### src/rtl/pin_entry_ctrl_if.sv
// Keypad-to-lock bundle: key strobes and lockout in, PIN bus, enter strobe and status out.
interface pin_entry_ctrl_if;
  logic        key_valid;
  logic [3:0]  key_code;
  logic        locked;
  logic [15:0] inpin;
  logic        enter;
  logic [2:0]  digit_cnt;
  logic        busy;
  logic        err;

  // Keypad / lock side that drives keys and observes the PIN controller
  modport master (
    output key_valid, key_code, locked,
    input  inpin, enter, digit_cnt, busy, err
  );

  // PIN entry controller side
  modport slave (
    input  key_valid, key_code, locked,
    output inpin, enter, digit_cnt, busy, err
  );
endinterface

### src/rtl/pin_entry_ctrl.sv
// PIN entry front end: buffers up to four BCD digits, handles backspace,
// clear and inter-key timeout, and on a full-length enter presents the PIN on
// inpin one cycle ahead of a single-cycle, flop-driven enter strobe. inpin is
// only ever written on the enter-key edge, so it is stable around the strobe.
module pin_entry_ctrl #(
  parameter int TIMEOUT = 5000,
  parameter int GUARD   = 8,
  parameter int TW      = 16
) (
  input logic            clk,
  input logic            rstn,
  pin_entry_ctrl_if.slave kp
);

  typedef enum logic [2:0] {
    S_IDLE,
    S_ENTRY,
    S_LOAD,
    S_STROBE,
    S_GUARD
  } state_t;

  localparam logic [TW-1:0] TO_LAST = TW'(TIMEOUT - 1);
  localparam logic [TW-1:0] GD_LAST = TW'(GUARD - 1);
  localparam logic [TW-1:0] TMR_ONE = TW'(1);
  localparam logic [3:0]    K_BKSP  = 4'hA;
  localparam logic [3:0]    K_CLR   = 4'hB;
  localparam logic [3:0]    K_ENTER = 4'hC;

  state_t          state_reg, state_next;
  logic [15:0]     pin_buf_reg, pin_buf_next;
  logic [2:0]      cnt_reg, cnt_next;
  logic [15:0]     inpin_reg, inpin_next;
  logic            enter_reg, enter_next;
  logic            err_reg, err_next;
  logic [TW-1:0]   tmr_reg, tmr_next;
  logic            is_digit;

  // Next-state and datapath decode; the timer is shared between the
  // inter-key timeout (counts up) and the post-strobe guard (counts down).
  // Only accepted keys restart the timeout: an ignored digit at four digits
  // or a 0xD-0xF code counts as an idle cycle.
  always_comb begin
    state_next   = state_reg;
    pin_buf_next = pin_buf_reg;
    cnt_next     = cnt_reg;
    inpin_next   = inpin_reg;
    tmr_next     = tmr_reg;
    enter_next   = 1'b0;
    err_next     = 1'b0;
    is_digit     = (kp.key_code <= 4'd9);

    case (state_reg)
      S_IDLE, S_ENTRY: begin
        if (kp.locked) begin
          pin_buf_next = '0;
          cnt_next     = '0;
          tmr_next     = '0;
          state_next   = S_IDLE;
        end else if (kp.key_valid && is_digit && cnt_reg != 3'd4) begin
          pin_buf_next = {pin_buf_reg[11:0], kp.key_code};
          cnt_next     = cnt_reg + 3'd1;
          tmr_next     = '0;
          state_next   = S_ENTRY;
        end else if (kp.key_valid && kp.key_code == K_BKSP && cnt_reg != 3'd0) begin
          pin_buf_next = {4'h0, pin_buf_reg[15:4]};
          cnt_next     = cnt_reg - 3'd1;
          tmr_next     = '0;
          state_next   = (cnt_reg == 3'd1) ? S_IDLE : S_ENTRY;
        end else if (kp.key_valid && kp.key_code == K_CLR) begin
          pin_buf_next = '0;
          cnt_next     = '0;
          tmr_next     = '0;
          state_next   = S_IDLE;
        end else if (kp.key_valid && kp.key_code == K_ENTER) begin
          tmr_next = '0;
          if (cnt_reg == 3'd4) begin
            inpin_next = pin_buf_reg;
            state_next = S_LOAD;
          end else begin
            err_next     = 1'b1;
            pin_buf_next = '0;
            cnt_next     = '0;
            state_next   = S_IDLE;
          end
        end else if (state_reg == S_ENTRY) begin
          if (tmr_reg == TO_LAST) begin
            err_next     = 1'b1;
            pin_buf_next = '0;
            cnt_next     = '0;
            tmr_next     = '0;
            state_next   = S_IDLE;
          end else begin
            tmr_next = tmr_reg + TMR_ONE;
          end
        end
      end
      S_LOAD: begin
        enter_next = 1'b1;
        state_next = S_STROBE;
      end
      S_STROBE: begin
        pin_buf_next = '0;
        cnt_next     = '0;
        tmr_next     = GD_LAST;
        state_next   = S_GUARD;
      end
      S_GUARD: begin
        if (tmr_reg == '0) begin
          state_next = S_IDLE;
        end else begin
          tmr_next = tmr_reg - TMR_ONE;
        end
      end
      default: begin
        state_next   = S_IDLE;
        pin_buf_next = '0;
        cnt_next     = '0;
        tmr_next     = '0;
      end
    endcase
  end

  // State and datapath registers; reset clears everything, including the strobe.
  always_ff @(posedge clk or negedge rstn) begin
    if (!rstn) begin
      state_reg   <= S_IDLE;
      pin_buf_reg <= '0;
      cnt_reg     <= '0;
      inpin_reg   <= '0;
      enter_reg   <= 1'b0;
      err_reg     <= 1'b0;
      tmr_reg     <= '0;
    end else begin
      state_reg   <= state_next;
      pin_buf_reg <= pin_buf_next;
      cnt_reg     <= cnt_next;
      inpin_reg   <= inpin_next;
      enter_reg   <= enter_next;
      err_reg     <= err_next;
      tmr_reg     <= tmr_next;
    end
  end

  assign kp.inpin     = inpin_reg;
  assign kp.enter     = enter_reg;
  assign kp.digit_cnt = cnt_reg;
  assign kp.err       = err_reg;
  assign kp.busy      = (state_reg == S_STROBE) || (state_reg == S_GUARD);

endmodule
### src/flat_wrapper.sv
// flat-port wrapper written by rule: the top's interface ports become plain ports
module pin_entry_ctrl_flat 
#(
  parameter int TIMEOUT = 5000,
  parameter int GUARD   = 8,
  parameter int TW      = 16
)
  (clk, rstn, kp_key_valid, kp_key_code, kp_locked, kp_inpin, kp_enter, kp_digit_cnt, kp_busy, kp_err);
  pin_entry_ctrl_if kp_i ();
  input logic clk;
  input logic rstn;
  input wire logic [$bits(kp_i.key_valid)-1:0] kp_key_valid;
  input wire logic [$bits(kp_i.key_code)-1:0] kp_key_code;
  input wire logic [$bits(kp_i.locked)-1:0] kp_locked;
  output wire logic [$bits(kp_i.inpin)-1:0] kp_inpin;
  output wire logic [$bits(kp_i.enter)-1:0] kp_enter;
  output wire logic [$bits(kp_i.digit_cnt)-1:0] kp_digit_cnt;
  output wire logic [$bits(kp_i.busy)-1:0] kp_busy;
  output wire logic [$bits(kp_i.err)-1:0] kp_err;
  assign kp_i.key_valid = kp_key_valid;
  assign kp_i.key_code = kp_key_code;
  assign kp_i.locked = kp_locked;
  assign kp_inpin = kp_i.inpin;
  assign kp_enter = kp_i.enter;
  assign kp_digit_cnt = kp_i.digit_cnt;
  assign kp_busy = kp_i.busy;
  assign kp_err = kp_i.err;
  pin_entry_ctrl #(.TIMEOUT(TIMEOUT), .GUARD(GUARD), .TW(TW)) u_core (.clk(clk), .rstn(rstn), .kp(kp_i));
endmodule
### config.mk
export PLATFORM = sky130hd
export DESIGN_NAME = pin_entry_ctrl_flat
export DESIGN_NICKNAME = d
export VERILOG_FILES = /design/src/rtl/pin_entry_ctrl_if.sv /design/src/rtl/pin_entry_ctrl.sv /design/src/flat_wrapper.sv
export SDC_FILE = /design/constraint.sdc
export NUM_CORES = 1
export LEC_CHECK = 0
export CORE_MARGIN = 2
export CORE_UTILIZATION = 52
export CTS_CLUSTER_SIZE = 25
export DETAILED_ROUTE_END_ITERATION = 8
export PLACE_DENSITY = 0.82
export SETUP_SLACK_MARGIN = 0.02
export SYNTH_ARGS = -nofsm -noshare
export SYNTH_HDL_FRONTEND = slang
export SYNTH_SLANG_ARGS = --single-unit
### constraint.sdc
create_clock -name clk -period 2.3 [get_ports clk]
set_input_delay 0.46 -clock clk [delete_from_list [all_inputs] [get_ports clk]]
set_output_delay 0.46 -clock clk [all_outputs]
set_load 0.02 [all_outputs]
# After elaboration in Yosys (flattened, before gate mapping)
# Index checks and enable logic that the tools add are counted.
dict set report word_totals {
  ff_bits 56
  input_bits 8
  output_inout_bits 22
  elab_cells 96
}
dict set report classes {
  add_sub_neg 4
  order_cmp 1
  n_eq_ne 16
  n_mux 46
  n_bitwise 6
  reduce_logical 16
}
# op n
set ops {}
lappend ops {{$mux W16} 16}
lappend ops {{$pmux W16 S4} 1}
lappend ops {{$mux W3} 14}
lappend ops {{$pmux W16 S2} 1}
lappend ops {{$add A16 B1 Y16 const B} 1}
lappend ops {{$eq A16 B13 Y1 const B} 1}
lappend ops {{$logic_not A16 Y1} 1}
lappend ops {{$sub A16 B1 Y16 const B} 1}
lappend ops {{$ne A7 B2 Y1 const B} 2}
lappend ops {{$eq A4 B4 Y1 const B} 3}
lappend ops {{$pmux W3 S4} 1}
lappend ops {{$mux W1} 11}
lappend ops {{$ne A7 B4 Y1 const B} 1}
lappend ops {{$reduce_and A7 Y1} 1}
lappend ops {{$eq A3 B1 Y1 const B} 2}
lappend ops {{$eq A3 B2 Y1 const B} 2}
lappend ops {{$eq A3 B3 Y1 const B} 2}
lappend ops {{$logic_and A1 B1 Y1} 6}
lappend ops {{$not A1 Y1} 6}
lappend ops {{$pmux W3 S2} 1}
lappend ops {{$reduce_and A3 Y1} 2}
lappend ops {{$le A4 B4 Y1 const B} 1}
lappend ops {{$reduce_and A4 Y1} 1}
lappend ops {{$reduce_or A2 Y1} 2}
lappend ops {{other kinds (9)} 9}

# Depth between registers and ports, before layout
# Gate-level depths: netlist of run 1.
dict set report logic_depth {
  depth_word 9
  mapped_depth 10
}

# Worst setup path after synthesis of run 1
# OpenSTA, ideal clock, no wires.
dict set report synth_path {
  path_type {register -> register}
  from {reg u_core.cnt_reg[0] (netlist: u_core.kp.digit_cnt[0])}
  to {reg u_core.tmr_reg[10]}
  setup_ns 0.121
  t_arrival_ns 2.226
  required_time_ns 2.179
  setup_slack_ns -0.047
  path_stages_with_launch 9
  n_path_buf 0
  cell_sequence {dfrtp_1 -> inv_1 -> ha_1 -> or3b_2 -> a21oi_2 -> nand3_1 -> o211a_1 -> a31o_2 -> a22o_1}
}
dict set report synth_between {
  elab_chain_cells 6
}
# item line
set synth_lines {}
lappend synth_lines {{from (decl)} pin_entry_ctrl.sv:32} ;# logic [2:0] cnt_reg, cnt_next;
lappend synth_lines {{from (signal assigned)} pin_entry_ctrl.sv:137} ;# cnt_reg <= cnt_next;
lappend synth_lines {{$reduce_bool A3 Y1} pin_entry_ctrl.sv:65} ;# end else if (kp.key_valid && kp.key_code == K_BKSP && cnt_reg != 3'd0) begin
lappend synth_lines {{$logic_and A1 B1 Y1} pin_entry_ctrl.sv:65}
lappend synth_lines {{$mux W16} pin_entry_ctrl.sv:65}
lappend synth_lines {{$mux W16} pin_entry_ctrl.sv:60} ;# end else if (kp.key_valid && is_digit && cnt_reg != 3'd4) begin
lappend synth_lines {{$mux W16} pin_entry_ctrl.sv:55} ;# if (kp.locked) begin
lappend synth_lines {{$pmux W16 S4} pin_entry_ctrl.sv:53} ;# case (state_reg)
lappend synth_lines {{to (signal assigned)} pin_entry_ctrl.sv:141} ;# tmr_reg <= tmr_next;
lappend synth_lines {{to (decl)} pin_entry_ctrl.sv:36} ;# logic [TW-1:0] tmr_reg, tmr_next;
# Several ways; a longest one is shown, not always the timed one.
# A chain may end at the register's enable or synchronous reset.

# Worst setup path in the final report of run 1
dict set report layout_path {
  from {reg u_core.cnt_reg[1] (netlist: u_core.kp.digit_cnt[1])}
  to {reg u_core.tmr_reg[5]}
}
# The elaborated chain is that of the path after synthesis.

==> flow_results.org, run 1 <==
** Die
- Once the floorplan was initialized, standard cells occupied 54.4% of the core.
- The initialized floorplan defines 28 standard-cell rows.
- Top-level I/O count :: 30
- Area of the placeable core :: 5990 um^2
- In this run the vertical extent of the chip is 83.2 um.
- The die is 83.2 um wide.
- The die covers 6910 um^2.

** Critical path
- Startpoint-to-endpoint class of the critical path :: reg2reg
- Along the worst path, the maximum fanout reaches 6.
- Reg-to-reg slack, setup :: -0.05 ns
- Nature of the critical path endpoint :: flop
- Worst path arrival time :: 2.62 ns
- Measured in cells, the most critical reg-to-reg path has a length of 9.
- End of the worst register-to-register path :: u_core.tmr_reg[5]
- Critical path launch point type :: flop
- The worst register-to-register path begins at u_core.kp.digit_cnt[1].
- STA puts the critical path data required time at 2.56 ns.

** Power
- Max VDD drop :: 0.502 mV
- The clock network accounts for 20.1% of the total power.
- Power spread over the standard cell area amounts to 715 nW/um^2.
- Internal power comes to 1840 uW.
- Of the total power, registers draw 38.2%.
- Combinational share of power :: 41.7%
- In this run the static leakage power is 0.00197 uW.
- Overall Power :: 2960 uW
- Net switching is 38.0% of the power.
- Summed over all nets, the switching power comes to 1130 uW.

** STA
- For the pin with the worst max-slew slack, the measured transition is 0.552 ns.
- Across the routed clock network, the largest skew measured is 0.0144 ns.
- Count of endpoints failing hold in the final timing report :: 0
- After routing, the total negative slack on setup checks comes to -0.0502 ns.
- Time the worst path needs with I/O delays and setup :: 2.35 ns
- Post-route worst setup slack :: -0.0502 ns
- Final setup vio count :: 1
- F_max :: 0.425 GHz
- Headroom to the max-slew limit :: 63.2%
- Ratio of final minimum period to clock period :: 102%
- Count of final max-slew check failures :: 0

** Place
- Buffers placed on the I/O ports in this run total 29.
- Routability-driven placement finished with a final weighted congestion of 0.946.
- Post-DP HPWL :: 6.16 mm
- The placed instances occupy a cell area of 3900 um^2.
- Post-placement cell count :: 450

** Clock tree
- Number of hold buffers added after cts :: 0
- Clock transition at the register clock pins on the worst setup and hold paths after CTS :: 0.12 ns
- CTS built an H-tree with a depth of 2.
- Clock buffer count from CTS :: 5
- Number of buffers on the longest clock path :: 2
- The later pin in the worst-skew pair is clocked with a latency of 0.33 ns.
- The root buffer cell chosen for the clock tree is sky130_fd_sc_hd__clkbuf_8.
- CTS sink count :: 56
- Clock tree from TritonCTS :: done

** Yosys
- Mean post-synth cell area :: 10.2 um^2
- The number of nets in the synthesized netlist is 335.
- Sequential elements use 43.0% of the synthesized area.
- The synthesized design contains 56 register bits.
- For this run, the number of Yosys warnings is 0.
- In the synthesized netlist the dominant register cell turns out to be sky130_fd_sc_hd__dfrtp_1.
- Number of distinct library cells after synthesis :: 61
- In this run the cell area of the synthesized design comes to 3260 um^2.
- Synthesized instance count :: 320
- Yosys mapped a number of flops with a built-in enable equal to 0.
- For this run, asynchronously set or reset flops after synthesis account for 100%.

** Route
- The detailed router placed 3074 vias in this run.
- In the routed design, unresolved DRC markers number 0.
- Once detail routing completed, the nets flagged for antenna violations numbered 0.
- Summed over all layers, the routed wires come to 9.29 mm.
- The first detailed-routing pass took 8 iterations.
- After detailed routing, the number of vias per cell comes to 6.64.
- In this run, the number of DRC markers left after iteration 0 of detailed routing was 405.
- Per-cell routed wire length :: 20.1 um

** Final layout
- Net total in the final layout :: 402
- Fraction of final layout cells sized beyond drive strength 1 :: 28.1%
- Final design area excluding fillers :: 4140 um^2
- In the layout the commonest cells are 50 x sky130_fd_sc_hd__buf_4, 50 x sky130_fd_sc_hd__dfrtp_1, 26 x sky130_fd_sc_hd__inv_1, 26 x sky130_fd_sc_hd__clkdlybuf4s50_1, 16 x sky130_fd_sc_hd__nand3_1.
- Layout overhead on the synthesized area :: 27.2%
- At the end of the flow the core is filled with cells to 69.2%.
- The repair_antennas step left the layout with diodes totalling 0.
- Number of cells in the finished layout apart from fillers :: 463
- Fillcell total :: 449

** GRT
- The initial antenna violation count came to 0.
- Number of global-route vias before repair :: 2924
- Global route total overflow :: 0
- The first global-routing pass estimated 14.1 mm of wire.
- Largest net degree at the start of global routing :: 25
- GRT Overall Usage :: 25.0%

** Run
- Number of maximum-capacitance constraint violations :: 0

** Hold path
- Min-delay worst type :: in2async

** Outcome
- Status :: complete, but fails checks
- Failing checks :: setup timing
logic make-up after synthesis:
logic type | after synthesis | synth area share (%)
buffers and inverters | 51 | 7.45
AND/OR/NAND/NOR | 92 | 16.4
AO/OA/AOI/OAI | 91 | 22.0
flip-flops | 56 | 43.0
XOR/XNOR | 7 | 1.88
adder cells (fa/ha/maj) | 7 | 2.69
multiplexers | 16 | 6.57
through the flow:
stage / hold slack, ns / setup WS (ns)
after floorplan: 0.164 / 0.0317
after global placement: 0.463 / -0.279
after CTS: 0.116 / 0.0259
final: 0.109 / -0.0502
after detailed placement: 0.467 / -0.358
after global routing: 0.152 / -0.105
worst max-delay path: stages (launching register included):
cell	delay, ns
sky130_fd_sc_hd__dfrtp_2	0.43
sky130_fd_sc_hd__inv_2	0.07
sky130_fd_sc_hd__ha_2	0.16
sky130_fd_sc_hd__or3b_4	0.39
sky130_fd_sc_hd__a21oi_4	0.19
sky130_fd_sc_hd__and3_4	0.26
sky130_fd_sc_hd__nand3_1	0.12
sky130_fd_sc_hd__buf_4	0.18
sky130_fd_sc_hd__o21ai_0	0.28
sky130_fd_sc_hd__a32o_1	0.21
cell type report:
type	instances	area (um^2)	share of cell area, %
multi-input combinational	215	1730	41.8
timing repair buffer	81	706	17.0
sequential	56	1410	34.0
clock buffer	5	68.8	1.66
inverter	28	105	2.54
clock inverter	3	27.5	0.664
tap	75	93.8	2.26
worst max path at each step:
stage	from	end	slack, ns	depth (start not counted)
after floorplan	u_core.kp.digit_cnt[0]	u_core.tmr_reg[10]	0.03	8
after global placement	kp_key_code[0]	u_core.tmr_reg[13]	-0.28	7
after detailed placement	kp_key_code[0]	u_core.tmr_reg[13]	-0.36	7
after CTS	u_core.kp.digit_cnt[1]	u_core.tmr_reg[13]	0.03	8
after global routing	u_core.kp.digit_cnt[1]	u_core.tmr_reg[5]	-0.11	9
final	u_core.kp.digit_cnt[1]	u_core.tmr_reg[5]	-0.05	9
power by group through the flow:
stage / Sequential (uW) / Combinational (uW) / Clock, uW
after CTS: 1120 / 1140 / 597
after detailed placement: 1140 / 1130 / 0
after global routing: 1140 / 1320 / 635
final: 1130 / 1240 / 596
after global placement: 1140 / 1090 / 0
after floorplan: 1140 / 657 / 0
metal layers:
metal | up-vias | GRT usage, % | wire length (um)
met5 | - | 0 | 0
li1 | 1354 | - | -
met2 | 189 | 41.1 | 4610
met3 | 27 | 3.98 | 787
met1 | 1504 | 33.7 | 3710
met4 | 0 | 8.94 | 184
repair_timing:
action,CTS,global route
setup buffers,0,3
pin swaps,0,7
gates resized for setup,5,23
gates cloned,0,2
setup endpoints to repair,9,29
cell usage after synthesis, types with 3 or more instances:
cell	instances	area share (%)
sky130_fd_sc_hd__dfrtp_1	56	43
sky130_fd_sc_hd__inv_1	28	3.2
sky130_fd_sc_hd__nand3_1	17	2.6
sky130_fd_sc_hd__nand2_1	15	1.7
sky130_fd_sc_hd__o21ai_0	15	2.3
sky130_fd_sc_hd__nor2_1	14	1.6
sky130_fd_sc_hd__a222oi_1	13	4.0
sky130_fd_sc_hd__clkbuf_1	12	1.4
sky130_fd_sc_hd__a31oi_1	10	1.9
sky130_fd_sc_hd__nor3_1	10	1.5
sky130_fd_sc_hd__a22o_1	9	2.4
sky130_fd_sc_hd__mux2_4	9	4.1
sky130_fd_sc_hd__ha_1	7	2.7
sky130_fd_sc_hd__mux2_2	7	2.4
sky130_fd_sc_hd__a21oi_1	6	0.92
sky130_fd_sc_hd__and3_1	6	1.2
sky130_fd_sc_hd__xor2_1	5	1.3
sky130_fd_sc_hd__and4_1	4	1.1
sky130_fd_sc_hd__buf_2	4	0.61
sky130_fd_sc_hd__nand4_1	4	0.77
sky130_fd_sc_hd__o32ai_1	4	1.1
sky130_fd_sc_hd__a221oi_1	3	0.81
sky130_fd_sc_hd__buf_6	3	1.0
sky130_fd_sc_hd__nor4_1	3	0.58
sky130_fd_sc_hd__o22ai_1	3	0.58
sky130_fd_sc_hd__o2bb2ai_1	3	0.81
No activity file was read; power rests on OpenSTA's default activity.
==> run 2, diff against run 1 <==
--- a/config.mk
+++ b/config.mk
@@ -9,6 +9,7 @@
 export CORE_UTILIZATION = 52
 export CTS_CLUSTER_SIZE = 25
 export DETAILED_ROUTE_END_ITERATION = 8
+export GPL_ROUTABILITY_DRIVEN = 0
 export PLACE_DENSITY = 0.82
 export SETUP_SLACK_MARGIN = 0.02
 export SYNTH_ARGS = -nofsm -noshare
==> flow_results.org, run 2 (same netlist as run 1, synthesis figures left out) <==
** Outcome
- Status :: complete, but fails checks
- Failing checks :: setup timing

** Route
- The sum of routed wire length over all layers was 9.42 mm (+1.4%).
- Number of search-and-repair iterations in the first detailed-routing pass :: 6 (-2)
- Number of remaining DRC errors :: 0 (unchanged)
- The number of nets still failing antenna checks after routing came to 0 (unchanged).
- Via density :: 6.65 (+0.20%)
- Per-cell routed wire length :: 20.1 um (+0.12%)
- The violation count after the first detailed-routing iteration came to 365 (-9.9%).
- The number of vias after detailed routing was 3120 (+1.5%).

** STA
- The final max-slew violation count came to 0 (unchanged).
- Setup repair after global routing could not meet its margin everywhere.
- Actual transition at the worst max-transition pin :: 0.394 ns (-0.158 ns)
- The minimum setup slack in the final design came to -0.0252 ns (+0.0250 ns).
- The normalized max-slew margin is 73.5% (+10 points).
- F_max :: 0.430 GHz (+1.1%)
- The final-report setup violation count is 1 (unchanged).
- The share of the clock period used by the worst path was 101% (-1.1 points).
- Count of endpoints failing hold in the final timing report :: 0 (unchanged)
- Layout Skew :: 0.00956 ns (-0.00488 ns)
- Time the worst path needs with I/O delays and setup :: 2.33 ns (-0.0250 ns)

** Critical path
- In this run the worst setup path terminates at u_core.pin_buf_reg[9].
- Critical path's largest stage delay :: 0.49 ns (+0.06 ns)
- The arrival time of data at the critical path endpoint came to 2.53 ns (-0.09 ns).
- End of the worst register-to-register path :: u_core.pin_buf_reg[9]
- The critical path in this run is classified as in2reg.
- The signal on the critical path passes through clkdlybuf4s50_1 -> and4b_2 -> a21oi_4 -> buf_4 -> nand2_1 -> o31ai_4 -> buf_4 -> buf_12 -> a222oi_1 -> inv_1.
- The worst reg-to-reg setup slack came to -0.02 ns (+0.03 ns).
- STA classifies the critical path startpoint as an input port.
- Crit-path most repeated cell :: sky130_fd_sc_hd__buf_4
- The maximum fanout along the worst path was 5 (-1).
- Critical path depth :: 10 (+1)
- Data required time of the critical path :: 2.50 ns (-0.06 ns)
- The count of cells along the worst register-to-register path came to 9 (unchanged).
- Buffers and inverters on the worst path :: 5 (+3)
- Reg-to-reg critical path startpoint :: u_core.tmr_reg[0]
- Setup crit start :: kp_key_code[2]
- Slowest cell on the critical path :: sky130_fd_sc_hd__clkdlybuf4s50_1
- STA classifies the critical path endpoint as a flop.
- Gate family responsible for the most delay along the worst path :: buffers and inverters

** Die
- Die span in y :: 83.2 um (unchanged)
- The starting density of the core is 54.4% (unchanged).
- Area of the placeable core :: 5990 um^2 (unchanged)
- The width of the chip came to 83.2 um (unchanged).
- The total I/O pin count came to 30 (unchanged).
- Standard-cell row count :: 28 (unchanged)
- The area enclosed by the die boundary came to 6910 um^2 (unchanged).

** Clock tree
- Clock tree from TritonCTS :: done
- The number of sinks on the clock net was 56 (unchanged).
- Number of buffers on the longest clock path :: 2 (unchanged)
- Root Buffer Master :: sky130_fd_sc_hd__clkbuf_8
- Clock transition at the register clock pins on the worst setup and hold paths after CTS :: 0.11 ns (about the same)
- Clock buffer count from CTS :: 5 (unchanged)
- Clock latency reported for the late side of the worst-skew pair :: 0.33 ns (about the same)
- H-tree depth reported by CTS :: 2 (unchanged)

** Hold path
- Min-delay worst type :: in2async

** GRT
- The overall global routing resource usage is 25.4% (+0.37 points).
- The initial antenna violation count was 0 (unchanged).
- The number of global-route vias before repair was 2963 (+1.3%).
- Global route total overflow :: 0 (unchanged)
- The maximum number of pins on one net before global-route repair was 46 (+84%).
- First-pass GRT wire length :: 14.5 mm (+3.0%)

** Place
- The sum of net half-perimeters after detailed placement was 6.01 mm (-2.4%).
- The post-placement cell count is 448 (-0.44%).
- The number of port buffers is 29 (unchanged).

** Power
- The leakage power of the design came to 0.00204 uW (+3.4%).
- Areal power density over the cells :: 716 nW/um^2 (+0.12%)
- Max VDD drop :: 0.642 mV (+28%)
- Overall Power :: 3040 uW (+2.6%)

** Final layout
- The number of nets at the end of the flow came to 408 (+1.5%).
- The library cell used most frequently in the layout, excluding fill and tap cells, is sky130_fd_sc_hd__buf_4.
- Number of cells in the finished layout apart from fillers :: 469 (+1.3%)
- From synthesis to final layout, the design area changed by 30.4%.
- The library cells used most frequently in the layout, excluding fill and tap cells, are 54 x sky130_fd_sc_hd__buf_4, 49 x sky130_fd_sc_hd__dfrtp_1, 26 x sky130_fd_sc_hd__inv_1, 26 x sky130_fd_sc_hd__clkdlybuf4s50_1, 15 x sky130_fd_sc_hd__nand2_1.
- Antenna cells :: 0 (unchanged)
- Fillcell total :: 414 (-7.8%)
- Fraction of final layout cells sized beyond drive strength 1 :: 31.2% (+3.1 points)

** Run
- The max-capacitance violation count was 0 (unchanged).
run 2: changes by cell type in the layout (fill, tap and decap cells not counted), moves of 2 or more:
cell	change
sky130_fd_sc_hd__buf_4	+4
sky130_fd_sc_hd__nand3_2	+2
sky130_fd_sc_hd__nand3_1	-2
sky130_fd_sc_hd__clkbuf_16	+2
sky130_fd_sc_hd__o21ai_1	+3
sky130_fd_sc_hd__or4_4	-2
sky130_fd_sc_hd__o21ai_0	-4
sky130_fd_sc_hd__inv_6	+2
run 2: timing repair:
action,CTS,global route
gates cloned,0,2
setup endpoints to repair,15,35
hold buffers,0,0
setup buffers,1,10
pin swaps,0,10
resized for setup,7,32
run 2: cell type report:
type                    instances  area (um^2)  area share (%)
clock inverters                 3         25.0           0.589
well taps                      75         93.8            2.21
multi-input cells             213         1730            40.7
repair buffers                 89          817            19.2
flip-flops and latches         56         1410            33.2
inverters                      28          105            2.47
clock buffers                   5         68.8            1.62
run 2: worst min path at each step:
stage               startpoint                endpoint  slack, ns  cells past startpoint
floorplan                 rstn  u_core.kp.digit_cnt[0]       0.16                      0
global placement          rstn       u_core.tmr_reg[3]       0.37                      1
detailed placement        rstn       u_core.tmr_reg[3]       0.37                      1
CTS                       rstn       u_core.tmr_reg[3]       0.03                      1
global route              rstn       u_core.tmr_reg[3]       0.03                      1
finish                    rstn       u_core.tmr_reg[3]       0.01                      1
run 2: metal layers:
layer / GRT usage, % / up-vias / part of all wire [%]
met2: 40.8 / 172 / 50
li1: - / 1365 / -
met1: 34.9 / 1549 / 40
met5: 0 / - / 0
met4: 8.49 / 0 / 2.7
met3: 4.37 / 34 / 7.3
run 2: stage by stage:
step                      utilization, %  setup slack (ns)  TNS [ns]  cell area, um^2  hold slack, ns
after global routing                70.9           -0.0965    -0.570             4250          0.0259
final                               70.9           -0.0252   -0.0252             4250          0.0121
after floorplan                        -            0.0317         0             3260           0.164
after CTS                           67.1            0.0249         0             4020          0.0286
after global placement              65.0            -0.281     -7.31             3890           0.371
after detailed placement            65.0            -0.365    -10.20             3890           0.371
run 2: power by group:
part	internal (uW)	switching (uW)
logic	625	704
clock network	223	362
registers	1050	78.2
total	1900	1140
==> run 3, diff against run 2 <==
--- a/config.mk
+++ b/config.mk
@@ -12,6 +12,8 @@
 export GPL_ROUTABILITY_DRIVEN = 0
 export PLACE_DENSITY = 0.82
 export SETUP_SLACK_MARGIN = 0.02
+export SKIP_CTS_REPAIR_TIMING = 1
+export SLEW_MARGIN = 20
 export SYNTH_ARGS = -nofsm -noshare
 export SYNTH_HDL_FRONTEND = slang
 export SYNTH_SLANG_ARGS = --single-unit
==> flow_results.org, run 3 (same netlist as run 1, synthesis figures left out) <==
** Outcome
- Status :: finished clean

** Final layout
- The area growth from synthesis to layout is 26.2%.
- Core utilization of the finished layout :: 68.6% (-2.3 points)
- Leaving out fill and tap cells, the most frequent cell in the layout is sky130_fd_sc_hd__dfrtp_1.
- Fraction of final layout cells sized beyond drive strength 1 :: 28.1% (-3.2 points)
- The antenna diode count was 0 (unchanged).
- The number of nets at the end of the flow was 399 (-2.2%).
- Top library cells by usage in the layout, fill and taps aside :: 51 x sky130_fd_sc_hd__dfrtp_1, 47 x sky130_fd_sc_hd__buf_4, 27 x sky130_fd_sc_hd__clkdlybuf4s50_1

** STA
- The actual transition at the worst max-transition pin came to 0.399 ns (+0.00484 ns).
- The minimum period implied by the final worst setup slack came to 2.26 ns (-0.0690 ns).
- The hold violation total from the final report was 0 (unchanged).
- Ratio of final minimum period to clock period :: 98.1% (-3.0 points)
- Layout Skew :: 0.0122 ns (+0.00263 ns)
- Count of final max-slew check failures :: 0 (unchanged)
- The normalized max-slew margin was 73.2% (-0.33 points).
- Setup TNS :: 0 ns (+0.0252 ns)
- RSZ-0062 raised after global routing :: true
- Final setup vio count :: 0 (-1)
- F_max :: 0.443 GHz (+3.1%)

** Power
- Overall Power :: 2950 uW (-3.0%)
- Leakage power :: 0.00196 uW (-3.7%)
- The peak supply drop came to 0.647 mV (+0.75%).
- The power density normalized to cell area was 718 nW/um^2 (+0.27%).

** Clock tree
- The insertion delay of the later-clocked pin in the worst-skew pair is 0.32 ns (about the same).
- Clock tree from TritonCTS :: done
- Clock buffer count from CTS :: 5 (unchanged)
- The number of sinks on the clock net came to 56 (unchanged).
- The clock tree buffer depth came to 2 (unchanged).
- CTS placed an instance of sky130_fd_sc_hd__clkbuf_8 at the clock tree root.
- The clock transition time at the flip-flop clock pins of the worst setup and hold paths is 0.10 ns (about the same).
- H-tree depth reported by CTS :: 2 (unchanged)

** Critical path
- Worst-case reg-to-reg path depth :: 8 (-1)
- The data required time at the worst endpoint is 2.51 ns (about the same).
- Reg-to-reg critical path startpoint :: u_core.tmr_reg[1]
- CP Max Fanout :: 5 (unchanged)
- The worst setup path is launched from a flop.
- Setup crit start :: u_core.tmr_reg[1]
- Startpoint-to-endpoint class of the critical path :: reg2reg
- Nature of the critical path endpoint :: flop
- The arrival time of data at the critical path endpoint was 2.46 ns (-0.07 ns).

** Route
- The number of optimization iterations in the first detailed-route pass was 7 (+1).
- The violation count after the first detailed-routing iteration is 384 (+5.2%).
- The sum of routed wire length over all layers was 8.87 mm (-5.9%).
- The number of nets still failing antenna checks after routing came to 0 (unchanged).
- The number of vias after detailed routing was 3065 (-1.8%).
- The DRC violation count after routing came to 0 (unchanged).
- Via density :: 6.66 (+0.16%)
- The average routed wire per standard cell came to 19.3 um (-4.1%).

** Die
- Top-level I/O count :: 30 (unchanged)
- The starting density of the core is 54.4% (unchanged).
- The width of the chip is 83.2 um (unchanged).
- The floorplan die height came to 83.2 um (unchanged).
- Area of the placeable core :: 5990 um^2 (unchanged)
- Die ar. :: 6910 um^2 (unchanged)
- The floorplan row count came to 28 (unchanged).

** Place
- The number of port buffers was 29 (unchanged).
- Post-DP HPWL :: 6.01 mm (unchanged)

** GRT
- First-pass GRT wire length :: 14.3 mm (-1.5%)
- The overall global routing resource usage is 24.9% (-0.47 points).
- The number of global-route vias before repair was 2926 (-1.2%).
- Initial antenna violation count :: 0 (unchanged)
- Global route total overflow :: 0 (unchanged)
- The maximum number of pins on one net before global-route repair was 46 (unchanged).

** Run
- The max-capacitance violation count came to 0 (unchanged).

** Hold path
- The tightest min-delay check is of the in2async type.
-- run 3: through the flow --
stage               worst slack [ns]  cells  hold WS (ns)  area, um^2
global route                 -0.0330    460        0.0246        4110
detailed placement            -0.365    448         0.371        3890
floorplan                     0.0317    320         0.164        3260
finish                        0.0437    460        0.0140        4110
CTS                          -0.0986    456        0.0286        3990
global placement              -0.281    448         0.371        3890
-- run 3: worst paths after layout --
kind | slack [ns] | to
max | 0.04 | u_core.tmr_reg[10]
min | 0.01 | u_core.tmr_reg[3]
max reg2reg | 0.04 | u_core.tmr_reg[10]
min reg2reg | 0.51 | u_core.kp.inpin[7]
max in group asynchronous | 1.74 | u_core.tmr_reg[2]
min in group clk | 0.51 | u_core.kp.inpin[7]
-- run 3: report_power, final --
group	internal (uW)	leakage, uW	switching, uW
Sequential	1050	0.000768	80.9
Combinational	572	0.00115	676
Clock	223	0.0000452	352
Total	1840	0.00196	1110
-- run 3: final cells by class --
class                   instances  area, um^2
clock buffers                   5        68.8
clock inverters                 3        25.0
fillers                       430        1880
inverters                      28         105
multi-input cells             213        1700
flip-flops and latches         56        1410
well taps                      75        93.8
repair buffers                 80         712
-- run 3: critical path: stages (launching register included) --
cell	delay, ns
sky130_fd_sc_hd__dfrtp_2	0.45
sky130_fd_sc_hd__inv_1	0.14
sky130_fd_sc_hd__ha_1	0.17
sky130_fd_sc_hd__nor4b_2	0.27
sky130_fd_sc_hd__nand4_1	0.26
sky130_fd_sc_hd__a21o_1	0.27
sky130_fd_sc_hd__o211a_1	0.13
sky130_fd_sc_hd__a31o_2	0.22
sky130_fd_sc_hd__a22o_1	0.23
-- run 3: routing by layer --
metal  track usage [%]  routed length, um
met5                 0                  0
met4              6.86                161
met3              3.98                668
met2              40.3               4400
met1              34.9               3640
